$ cat src/rtl/pong_pkg.sv
// Shared Pong definitions: ball FSM state encoding and default playfield geometry.
package pong_pkg;

  typedef enum logic [1:0] {
    IDLE  = 2'd0,
    SERVE = 2'd1,
    RUN   = 2'd2
  } state_t;

  localparam logic [7:0] DEF_V         = 8'd2;
  localparam logic [7:0] DEF_BALL_SIZE = 8'd8;
  localparam logic [7:0] DEF_TOP_Y     = 8'd8;
  localparam logic [7:0] DEF_BOT_Y     = 8'd247;
  localparam logic [7:0] DEF_LEFT_X    = 8'd8;
  localparam logic [7:0] DEF_PAD_XL    = 8'd240;
  localparam logic [7:0] DEF_PAD_XR    = 8'd243;
  localparam logic [7:0] DEF_MISS_X    = 8'd250;
  localparam logic [7:0] DEF_CENTER_X  = 8'd124;
  localparam logic [7:0] DEF_CENTER_Y  = 8'd124;
  localparam int         DEF_SERVE_TICKS = 4;

  // Far edge of the ball (pos + size - 1), saturated so it still fits the 8-bit comparators.
  function automatic logic [7:0] farEdge(input logic [7:0] pos, input logic [7:0] size);
    logic [8:0] sum;
    sum = {1'b0, pos} + {1'b0, size} - 9'd1;
    return sum[8] ? 8'hFF : sum[7:0];
  endfunction

endpackage

$ cat src/rtl/comp_gt8.sv
// Unsigned 8-bit greater-than comparator shared by the ball engine range checks.
module comp_gt8 (
  input  logic [7:0] i_a,
  input  logic [7:0] i_b,
  output logic       o_gt
);

  assign o_gt = (i_a > i_b);

endmodule

$ cat src/rtl/ball_mover.sv
// Pong ball engine: serves, moves and bounces the ball once per frame tick and
// reports paddle hits and misses as single-cycle pulses.
module ball_mover
  import pong_pkg::*;
#(
  parameter logic [7:0] V           = DEF_V,
  parameter logic [7:0] BALL_SIZE   = DEF_BALL_SIZE,
  parameter logic [7:0] TOP_Y       = DEF_TOP_Y,
  parameter logic [7:0] BOT_Y       = DEF_BOT_Y,
  parameter logic [7:0] LEFT_X      = DEF_LEFT_X,
  parameter logic [7:0] PAD_XL      = DEF_PAD_XL,
  parameter logic [7:0] PAD_XR      = DEF_PAD_XR,
  parameter logic [7:0] MISS_X      = DEF_MISS_X,
  parameter logic [7:0] CENTER_X    = DEF_CENTER_X,
  parameter logic [7:0] CENTER_Y    = DEF_CENTER_Y,
  parameter int         SERVE_TICKS = DEF_SERVE_TICKS
) (
  input  logic       clk,
  input  logic       reset_n,
  input  logic       tick,
  input  logic       start,
  input  logic [7:0] pad_y_t,
  input  logic [7:0] pad_y_b,
  output logic [7:0] ball_x,
  output logic [7:0] ball_y,
  output logic       hit,
  output logic       miss,
  output logic       active
);

  localparam logic [7:0] SERVE_LAST = 8'(SERVE_TICKS - 1);

  state_t     r_state;
  state_t     w_nextState;
  logic [7:0] r_serveCnt;
  logic [7:0] r_ballX;
  logic [7:0] r_ballY;
  logic       r_dxNeg;
  logic       r_dyNeg;
  logic       r_hit;
  logic       r_miss;
  logic       r_active;

  logic [7:0] w_xr;
  logic [7:0] w_yb;
  logic [7:0] w_cmpA [8];
  logic [7:0] w_cmpB [8];
  logic [7:0] w_gt;
  logic       w_atTop, w_atBot, w_atLeft, w_missCond, w_hitCond;
  logic       w_dxNegNext, w_dyNegNext;

  assign w_xr = farEdge(r_ballX, BALL_SIZE);
  assign w_yb = farEdge(r_ballY, BALL_SIZE);

  // Every check is a <= or >= form, so each one is the inverse of a single gt8.
  assign w_cmpA[0] = r_ballY;  assign w_cmpB[0] = TOP_Y;
  assign w_cmpA[1] = BOT_Y;    assign w_cmpB[1] = w_yb;
  assign w_cmpA[2] = r_ballX;  assign w_cmpB[2] = LEFT_X;
  assign w_cmpA[3] = PAD_XL;   assign w_cmpB[3] = w_xr;
  assign w_cmpA[4] = r_ballX;  assign w_cmpB[4] = PAD_XR;
  assign w_cmpA[5] = pad_y_t;  assign w_cmpB[5] = w_yb;
  assign w_cmpA[6] = r_ballY;  assign w_cmpB[6] = pad_y_b;
  assign w_cmpA[7] = MISS_X;   assign w_cmpB[7] = w_xr;

  for (genvar g = 0; g < 8; g++) begin : g_cmp
    comp_gt8 u_cmp (
      .i_a  (w_cmpA[g]),
      .i_b  (w_cmpB[g]),
      .o_gt (w_gt[g])
    );
  end

  assign w_atTop    = ~w_gt[0];
  assign w_atBot    = ~w_gt[1];
  assign w_atLeft   = ~w_gt[2];
  assign w_hitCond  = ~w_gt[3] & ~w_gt[4] & ~w_gt[5] & ~w_gt[6] & ~r_dxNeg;
  assign w_missCond = ~w_gt[7];

  assign w_dxNegNext = w_hitCond ? 1'b1 : (w_atLeft ? 1'b0 : r_dxNeg);
  assign w_dyNegNext = w_atBot   ? 1'b1 : (w_atTop  ? 1'b0 : r_dyNeg);

  always_ff @(posedge clk or negedge reset_n) begin
    if (!reset_n) r_state <= IDLE;
    else          r_state <= w_nextState;
  end

  always_comb begin
    w_nextState = r_state;
    case (r_state)
      IDLE:    if (start) w_nextState = SERVE;
      SERVE:   if (tick && (r_serveCnt == SERVE_LAST)) w_nextState = RUN;
      RUN:     if (tick && w_missCond) w_nextState = IDLE;
      default: w_nextState = IDLE;
    endcase
  end

  always_ff @(posedge clk or negedge reset_n) begin
    if (!reset_n) begin
      r_serveCnt <= 8'd0;
      r_ballX    <= CENTER_X;
      r_ballY    <= CENTER_Y;
      r_dxNeg    <= 1'b0;
      r_dyNeg    <= 1'b0;
      r_hit      <= 1'b0;
      r_miss     <= 1'b0;
      r_active   <= 1'b0;
    end else begin
      r_hit    <= 1'b0;
      r_miss   <= 1'b0;
      r_active <= (w_nextState != IDLE);
      case (r_state)
        IDLE: if (start) r_serveCnt <= 8'd0;
        SERVE: if (tick) r_serveCnt <= (r_serveCnt == SERVE_LAST) ? 8'd0 : r_serveCnt + 8'd1;
        RUN: if (tick) begin
          if (w_missCond) begin
            r_miss  <= 1'b1;
            r_ballX <= CENTER_X;
            r_ballY <= CENTER_Y;
            r_dxNeg <= 1'b0;
            r_dyNeg <= 1'b0;
          end else begin
            r_hit   <= w_hitCond;
            r_dxNeg <= w_dxNegNext;
            r_dyNeg <= w_dyNegNext;
            r_ballX <= w_dxNegNext ? r_ballX - V : r_ballX + V;
            r_ballY <= w_dyNegNext ? r_ballY - V : r_ballY + V;
          end
        end
        default: ;
      endcase
    end
  end

  assign ball_x = r_ballX;
  assign ball_y = r_ballY;
  assign hit    = r_hit;
  assign miss   = r_miss;
  assign active = r_active;

endmodule

$ cat config.mk
export PLATFORM = sky130hd
export DESIGN_NAME = ball_mover
export DESIGN_NICKNAME = d
export VERILOG_FILES = /design/src/rtl/pong_pkg.sv /design/src/rtl/comp_gt8.sv /design/src/rtl/ball_mover.sv
export SDC_FILE = /design/constraint.sdc
export NUM_CORES = 1
export LEC_CHECK = 0
export BUFFER_PORTS_ARGS = -buffer_cell sky130_fd_sc_hd__buf_2
export CORE_MARGIN = 2
export CORE_UTILIZATION = 30
export CTS_BUF_LIST = sky130_fd_sc_hd__clkbuf_16
export CTS_CLUSTER_SIZE = 30
export DETAILED_ROUTE_END_ITERATION = 7
export PLACE_DENSITY_LB_ADDON = 0.25
export SYNTH_ARGS = -nofsm -noshare
export SYNTH_HDL_FRONTEND = slang
export SYNTH_SLANG_ARGS = --single-unit
$ cat constraint.sdc
create_clock -name clk -period 9.8 [get_ports clk]
set_clock_uncertainty 0.1 [all_clocks]
set_input_delay 0.49 -clock clk [delete_from_list [all_inputs] [get_ports clk]]
set_output_delay 0.49 -clock clk [all_outputs]
set_load 0.05 [all_outputs]
# [Yosys cells after proc, flatten, opt, wreduce, memory -nomap -nowiden]
# Index checks and enable logic that the tools add are counted.
[classes] n_addsub=9 order_cmp=8 n_eq_ne=5 muxes=26 bitwise_logic=10 n_reduce_logical=7
[ops] op="two-way mux 8 bit" n=9
[ops] op="> comparator 8 bit (first input constant)" n=3
[ops] op="adder 8 x 4 -> 9 bit (second input constant)" n=2
[ops] op="subtractor 9 x 1 -> 9 bit (second input constant)" n=2
[ops] op="adder 8 x 2 -> 8 bit (second input constant)" n=2
[ops] op="> comparator 8 x 4 -> 1 bit (second input constant)" n=2
[ops] op="> comparator 8 bit" n=2
[ops] op="case mux 8 bit (2 select lines)" n=1
[ops] op="subtractor 8 x 2 -> 8 bit (second input constant)" n=2
[ops] op="two-way mux 1 bit" n=12
[ops] op="adder 8 x 1 -> 8 bit (second input constant)" n=1
[ops] op="equality test 8 x 2 -> 1 bit (second input constant)" n=1
[ops] op="> comparator 8 bit (second input constant)" n=1
[ops] op="two-way mux 2 bit" n=3
[ops] op="NOT 1 bit" n=6
[ops] op="case mux 2 bit (3 select lines)" n=1
[ops] op="bitwise AND 1 bit" n=4
[ops] op="inequality test 2 bit (second input constant)" n=2
[ops] op="nonzero test 2 bit" n=2
[ops] op="AND reduction 3 bit" n=1
[ops] op="equality test 2 x 1 -> 1 bit (second input constant)" n=1
[ops] op="equality test 2 bit (second input constant)" n=1
[ops] op="logical AND 1 bit" n=2
[ops] op="logical NOT 2 bit" n=1
[ops] op="AND reduction 2 bit" n=1
[word_totals] regBits=31 input_bits=20 output_inout_bits=19 word_cells=74

# [Longest topological paths before layout]
# Gate-level depths: netlist of run 1.
[logic_depth] depth_word=12 mapped_depth=21 depth_no_buf=19

# [Cells and area by module]
# Synthesis of run 1 repeated with hierarchy kept, for this count alone.
[unflattened] cells_unflattened=443 hier_area_um2=3739.8
[by_module_without_submodules] mod="ball_mover" n_inst=1 cells_per_inst=227 area_each_um2=2008.2 seq_area_each_um2=738.2
[by_module_without_submodules] mod="comp_gt8" n_inst=8 cells_per_inst=27 area_each_um2=216.5 seq_area_each_um2=0.0

# [Worst setup path before layout of run 1]
# OpenSTA, ideal clock, no wires.
[synth_timing] path_kind="reg2reg" from="reg r_ballY[1] (netlist: ball_y[1])" to="reg r_ballX[7] (netlist: ball_x[7])" setup_time_ps=126 t_arrival_ps=4435 required_ps=9574 setup_slack_ps=5139 path_stages_with_launch=21 path_buffers=2 period_less_slack_ps=4661 path_cell_list="dfrtp_1 -> buf_6 -> inv_1 -> ha_1 -> clkbuf_2 -> nor2_1 -> a31oi_1 -> a31o_2 -> ha_1 -> nand4_1 -> a21o_1 -> a211o_1 -> and3_2 -> fa_1 -> a21o_1 -> a21oi_1 -> o21bai_1 -> a21oi_1 -> nand4_2 -> and2_0 -> a221o_1"
[synth_between] elab_chain_cells=11 word_cells_on_any_way=13 cone_classes="add/sub (2); order compare (2); mux (4); bitwise (5)"
[synth_rtl] item="start, declared" line="ball_mover.sv:37" rtl="logic [7:0] r_ballY;"
[synth_rtl] item="start signal, assigned" line="ball_mover.sv:126" rtl="r_ballY <= w_dyNegNext ? r_ballY - V : r_ballY + V;"
[synth_rtl] item="adder 8 x 4 -> 9 bit" line="pong_pkg.sv:25" rtl="sum = {1'b0, pos} + {1'b0, size} - 9'd1;"
[synth_rtl] item="subtractor 9 x 1 -> 9 bit" line="pong_pkg.sv:25"
[synth_rtl] item="two-way mux 8 bit" line="pong_pkg.sv:26" rtl="return sum[8] ? 8'hFF : sum[7:0];"
[synth_rtl] item="> comparator 8 bit" line="comp_gt8.sv:8" rtl="assign o_gt = (i_a > i_b);"
[synth_rtl] item="NOT 1 bit" line="ball_mover.sv:76" rtl="assign w_hitCond = ~w_gt[3] & ~w_gt[4] & ~w_gt[5] & ~w_gt[6] & ~r_dxNeg;"
[synth_rtl] item="bitwise AND 1 bit" line="ball_mover.sv:76"
[synth_rtl] item="bitwise AND 1 bit * (2 in series)" line="ball_mover.sv:76"
[synth_rtl] item="two-way mux 1 bit *" line="ball_mover.sv:79" rtl="assign w_dxNegNext = w_hitCond ? 1'b1 : (w_atLeft ? 1'b0 : r_dxNeg);"
[synth_rtl] item="two-way mux 8 bit *" line="ball_mover.sv:125" rtl="r_ballX <= w_dxNegNext ? r_ballX - V : r_ballX + V;"
[synth_rtl] item="two-way mux 8 bit *" line="ball_mover.sv:115" rtl="if (w_missCond) begin"
[synth_rtl] item="end signal, assigned" line="ball_mover.sv:125"
[synth_rtl] item="end, declared" line="ball_mover.sv:36" rtl="logic [7:0] r_ballX;"
# Mark *: on every way between the ends. The rest lies on a longest branch, timed or not.
# A chain may end at the register's enable or synchronous reset.

# [Worst setup path after layout of run 1]
# Ends and elaborated chain as after synthesis.

==> results of run 1 <==
## flip-flops by register name (all words and copies together), names as in the netlist
name        cells
ball_x          7
r_state         2
r_dxNeg         1
hit             1
miss            1
active          1
r_serveCnt      8
ball_y          7
r_dyNeg         1
## placed cells by master, fill, tap and decap left out, types with 6 or more instances in the layout
cell type | netlist | final
xor2_1 | 7 | 7
nand2_1 | 24 | 24
nor2_1 | 21 | 21
nand3_1 | 7 | 7
dfstp_2 | 10 | 10
buf_2 | 1 | 36
o21ai_1 | 9 | 9
a21oi_1 | 22 | 22
nor2b_1 | 6 | 6
o21ai_0 | 18 | 18
dfrtp_1 | 19 | 19
inv_1 | 18 | 18
ha_1 | 30 | 30
## worst paths after layout
path / endpoint / slack, ns / depth (start not counted)
min in group clk: r_serveCnt[7] / 0.37 / 1
hold / removal: r_serveCnt[5] / 0.15 / 1
max in group asynchronous: miss / 9.02 / 1
setup reg to reg: ball_x[7] / 5.04 / 18
hold reg to reg: r_serveCnt[7] / 0.37 / 1
setup / recovery: ball_x[7] / 5.04 / 18
## cell families after synthesis
kind of cell,synth area share (%)
xor gates and xnor gates,4.16
buffers and inverters,5.89
other,0.297
and+or+nand+nor,19.8
adders and majority gates,16.4
DFF,29.2
muxes,0.792
AOI/OAI and AO/OA,23.5
## layout make-up
type	instances	area [sq um]	share of cell area, %
multi-input combinational	231	1650	56.5
sequential	29	738	25.4
timing repair buffer	37	188	6.45
tap	105	131	4.51
clock buffer	5	125	4.30
inverter	19	71.3	2.45
clock inverter	3	12.5	0.430
## power by group through the flow
stage | combinational [W] | sequential, W | clock (W)
2_1_floorplan | 0.000133 | 0.000207 | 0
5_1_grt | 0.000226 | 0.000192 | 0.000154
3_5_place_dp | 0.000200 | 0.000187 | 0
6_report | 0.000198 | 0.000187 | 0.000143
3_3_place_gp | 0.000201 | 0.000187 | 0
4_1_cts | 0.000201 | 0.000186 | 0.000148
## per-layer routing
layer | global-route usage (%) | routed length [microns] | up-vias
li1 | - | - | 1115
met1 | 18.9 | 2900 | 1001
met2 | 21.4 | 2610 | 46
met3 | 2.58 | 226 | 2
met4 | 3.33 | 27 | 0
met5 | 0 | 0 | -
## worst max-delay path: cells and delay by family (launching register included)
family          cells  cell delay, ns
fa+ha+maj           3            1.01
compound gates      9            1.87
simple gates        5            0.95
flops               1            0.57
buf+inv             1            0.15
## stage by stage
stage                     power [W]  area (sq um)
after global placement     0.000388          2770
after floorplan            0.000340          2530
after CTS                  0.000535          2910
after global routing       0.000572          2910
final                      0.000528          2910
after detailed placement   0.000388          2770
==> out/qor.txt, run 1 <==
status: finished, final reports clean
Critical Path RT: 9.86 ns
core box area: 8180 sq um
routed len/inst: 13.4 microns
Yosys cell types: 68
hold_ws: 0.151 ns
crit end category: flop
Mapped Cells: 290
fmax: 0.210 GHz
CTS resizes: 0
remaining antenna violation count: 0
CTS clk-pin slew, worst paths: 0.05 ns
CTS tree: done
global route overflow: 0
routed via count: 2164
Slew @ Worst Pin: 0.877 ns
Mean Syn Cell Area: 8.72 sq um
sequential share of power: 35.4%
post-route insts no fill: 429
Worst Setup SP: ball_y[1]
Die H: 95.8 microns
Synth top cells by count: ha_1 (30), nand2_1 (24), a21oi_1 (22)
H-tree Lvls: 2
# diodes: 0
initial antenna violation count: 0
Clk pwr share: 27.1%
pwr dens: 181 nW/um^2
Max Slew Vio Count: 0
CP Class: flop to flop
gr usage total: 13.5%
Leak: 1.36 nW
origin of the critical flop-to-flop path: ball_y[1]
pre-CTS WS: 5.07 ns
Synth top area share: 18.8%
Final Core Density: 35.6%
Row Count: 33
Int Power: 0.000310 W
unrepaired setup endpoints after global routing: no
die area: 9180 sq um
cell taking the most area after synthesis: dfrtp_1
gp weighted congestion: 0.810
switching share of power: 41.2%
crit start category: flop
initial drt markers: 117
first-pass GRT wire length: 9.78 mm
Critical Path AT: 4.82 ns
worst-skew pair later-pin latency: 0.27 ns
Final Net Count: 375
Max IR drop VDD: 91.5 uV
Yosys Warn Count: 0
Worst Setup Slack, final: 5.04 ns
worst rel slew slack: 40.0%
CP cell instances: inv_1 -> ha_1 -> nor2_1 -> a31oi_1 -> a31o_2 -> ha_1 -> nand4_1 -> a21o_1 -> a211o_1 -> and3_2 -> fa_1 -> a21o_1 -> a21oi_1 -> o21bai_1 -> a21oi_1 -> nand4_2 -> and2_0 -> a221o_1
DR vias/cell: 5.04
Logic pwr share: 37.5%
Die Width: 95.8 microns
Num CTS Buffers: 5
Tmin final: 4.76 ns
vias in the first global route: 2085
Synth area leaders: dfrtp_1 (19%), ha_1 (15%), dfstp_2 (10%), a21oi_1 (4.4%), o21ai_0 (3.6%)
Area growth syn-to-layout: 15.1%
DRC errors left: 0
slowest cell on the critical path: dfrtp_1
post-CTS setup repair buffer count: 0
DR pass1 iterations: 4
routed wire length: 5.76 mm
worst hold path type: input pin to async pin
fraction of registers with async set/reset: 100%
clock sinks: 29
top-count cell post-synth: ha_1
largest net degree at the start of global routing: 30
max incr delay on CP: 0.57 ns
Filler cells: 862
# setup viols final: 0
number of synthesized register bits: 29
# hold bufs at CTS: 0
final setup TNS: 0 ns
clk root buf: clkbuf_16
Port Buffer Count: 36
IO Count: 39
Mapped Area: 2530 sq um
Final HPWL DP: 4.28 mm
number of synthesized flops with an enable pin: 0
share of cells above drive strength 1: 19.8%
crit share post-route: 48.6%
Max Fanout on Critical Path: 13
Psw: 0.000218 W
sequential fraction of the synthesis area: 29.2%
worst-case clock buffer depth: 2
Max Cap Viol: 0
Top FF cell, synth: dfrtp_1
final hold viol count: 0
initial core utilization: 30.9%
DP Cell Count: 421
Power figures use the tool's default switching activity.
==> run 2, diff against run 1 <==
clock period = 4 ns   (was 9.8 ns; I/O delays follow)
==> out/qor.txt, run 2 (synthesis gave the netlist of run 1 again) <==
worst rel slew slack: 55.6% (was 40.0%)
initial core utilization: 30.9% (unchanged)
Final HPWL DP: 4.78 mm (was 4.28 mm)
crit end category: flop (unchanged)
worst hold path type: input pin to flop (was input pin to async pin)
Die Width: 95.8 microns (unchanged)
# setup viols final: 1 (was 0)
initial antenna violation count: 0 (unchanged)
Num CTS Buffers: 5 (unchanged)
largest net degree at the start of global routing: 30 (unchanged)
clock sinks: 29 (unchanged)
IO Count: 39 (unchanged)
global route overflow: 0 (unchanged)
CTS tree: done (unchanged)
DR vias/cell: 5.04 (about the same)
die area: 9180 sq um (unchanged)
Max Fanout on Critical Path: 7 (was 13)
CTS clk-pin slew, worst paths: 0.05 ns (about the same)
worst-case clock buffer depth: 2 (unchanged)
Buf+Inv Stages, Crit Path: 4 (was 1)
Leak: 1.48 nW (was 1.36 nW)
routed len/inst: 13.6 microns (was 13.4 microns)
Max Slew Vio Count: 0 (unchanged)
Port Buffer Count: 36 (unchanged)
remaining antenna violation count: 0 (unchanged)
routed via count: 2283 (was 2164)
Worst Setup Slack, final: -0.00151 ns (was 5.04 ns)
slowest cell on the critical path: dfstp_4 (was dfrtp_1)
unrepaired setup endpoints after global routing: yes (was no)
CP Class: flop to flop (unchanged)
routed wire length: 6.18 mm (was 5.76 mm)
initial drt markers: 145 (was 117)
DR pass1 iterations: 4 (unchanged)
cell family with most CP delay: compound AO/OA/AOI/OAI gates (unchanged)
Row Count: 33 (unchanged)
Die H: 95.8 microns (unchanged)
first-pass GRT wire length: 10.7 mm (was 9.78 mm)
gp weighted congestion: 0.905 (was 0.810)
vias in the first global route: 2194 (was 2085)
most frequent cells in the layout: buf_2 (36), ha_1 (28), nand2_1 (24), buf_4 (24) (was buf_2 (36), ha_1 (30), nand2_1 (24), a21oi_1 (22), nor2_1 (21))
core box area: 8180 sq um (unchanged)
max incr delay on CP: 0.65 ns (was 0.57 ns)
Critical Path AT: 4.05 ns (was 4.82 ns)
Tmin final: 4.00 ns (was 4.76 ns)
DRC errors left: 0 (unchanged)
crit share post-route: 100% (was 48.6%)
Slew @ Worst Pin: 0.666 ns (was 0.877 ns)
pwr dens: 428 nW/um^2 (was 181 nW/um^2)
Tot Pwr: 0.00135 W (was 0.000528 W)
crit start category: flop (unchanged)
violated checks: setup timing
final hold viol count: 0 (unchanged)
commonest non-fill, non-tap cell in the layout: buf_2 (unchanged)
Critical Path RT: 4.05 ns (was 9.86 ns)
status: finished, violations left (was finished, final reports clean)
share of cells above drive strength 1: 27.9% (was 19.8%)
Max Cap Viol: 0 (unchanged)
fmax: 0.250 GHz (was 0.210 GHz)
max reg flops: 8 (unchanged)
CP cell instances: inv_4 -> ha_4 -> nor2_4 -> a31oi_1 -> a31o_2 -> ha_4 -> nand4_1 -> a21o_1 -> a211o_1 -> and3_4 -> buf_4 -> buf_4 -> ha_1 -> inv_1 -> o21bai_1 -> a21oi_2 -> a31o_1 -> and2_4 -> a221o_1 (was inv_1 -> ha_1 -> nor2_1 -> a31oi_1 -> a31o_2 -> ha_1 -> nand4_1 -> a21o_1 -> a211o_1 -> and3_2 -> fa_1 -> a21o_1 -> a21oi_1 -> o21bai_1 -> a21oi_1 -> nand4_2 -> and2_0 -> a221o_1)
worst-skew pair later-pin latency: 0.27 ns (about the same)
clk root buf: clkbuf_16 (unchanged)
H-tree Lvls: 2 (unchanged)
Max IR drop VDD: 261 uV (was 91.5 uV)
gr usage total: 14.5% (was 13.5%)
final setup TNS: -0.00151 ns (was 0 ns)
Final Net Count: 399 (was 375)
# diodes: 0 (unchanged)
Area growth syn-to-layout: 24.6% (was 15.1%)
largest register by flop count: r_serveCnt (unchanged)
run 2: changes by cell type in the layout (fill, tap and decap cells not counted), moves of 2 or more:
cell      delta
buf_4       +23
a21oi_1      -2
a21oi_2      +2
clkinv_1     -2
ha_1         -2
ha_4         +2
run 2: what timing repair did:
item / 4_1_cts / 5_1_grt
hold buffers: 1 / 0
setup endpoints to repair: 1 / 1
pin swaps: 4 / 3
hold endpoints to repair: 19 / 0
gates resized for setup: 1 / 3
buffers inserted: 2 / 0
run 2: cell type report:
| class | instances | area [sq um] |
|---|---|---|
| Tap cell | 105 | 131 |
| Sequential cell | 29 | 743 |
| Multi-Input combinational cell | 231 | 1700 |
| Inverter | 19 | 73.8 |
| Timing Repair Buffer | 61 | 370 |
| Clock buffer | 5 | 125 |
| Fill cell | 860 | 5020 |
| Clock inverter | 3 | 11.3 |
run 2: stage by stage:
stage                     utilization [%]  std cells  instance area, sq um  worst slack [ns]  hold slack, ns
after floorplan                         -        291                  2590            -0.205          -0.196
after global placement               36.5        442                  2990            -0.139           0.186
after detailed placement             36.5        442                  2990           -0.0740           0.181
after CTS                            38.5        453                  3150           -0.0252          0.0910
after global routing                 38.6        453                  3150            -0.237           0.110
final                                38.6        453                  3150          -0.00151          0.0997
run 2: report_power, final:
group,leakage (nW),internal (W),switching [W]
clock network,0.0776,0.000223,0.000119
logic,1.06,0.000222,0.000366
registers,0.348,0.000357,0.0000620
total,1.48,0.000801,0.000547
run 2: path summary, 6_finish.rpt:
path,slack (ns),cells after the start,startpoint,end
max,-0.002,19,ball_y[2],ball_x[7]
min in group asynchronous,0.40,2,reset_n,r_serveCnt[5]
max reg2reg,-0.002,19,ball_y[2],ball_x[7]
max in group asynchronous,2.92,2,reset_n,ball_y[1]
min reg2reg,0.38,1,r_serveCnt[7],r_serveCnt[7]
min,0.1,2,tick,r_state[0]
run 2: worst register-to-register path, stage by stage (launching register included):
cell      delay [ns]
dfstp_4         0.65
inv_4           0.04
ha_4            0.17
nor2_4          0.10
a31oi_1         0.09
a31o_2          0.24
ha_4            0.26
nand4_1         0.10
a21o_1          0.19
a211o_1         0.28
and3_4          0.18
buf_4           0.14
buf_4           0.13
ha_1            0.31
inv_1           0.05
o21bai_1        0.16
a21oi_2         0.09
a31o_1          0.20
and2_4          0.13
a221o_1         0.28
run 2: routing by layer:
layer	GRT usage (%)	part of all wire [%]
met5	0	0
met4	2.02	0
met3	3.13	3.8
met2	24.0	48
met1	20.0	48
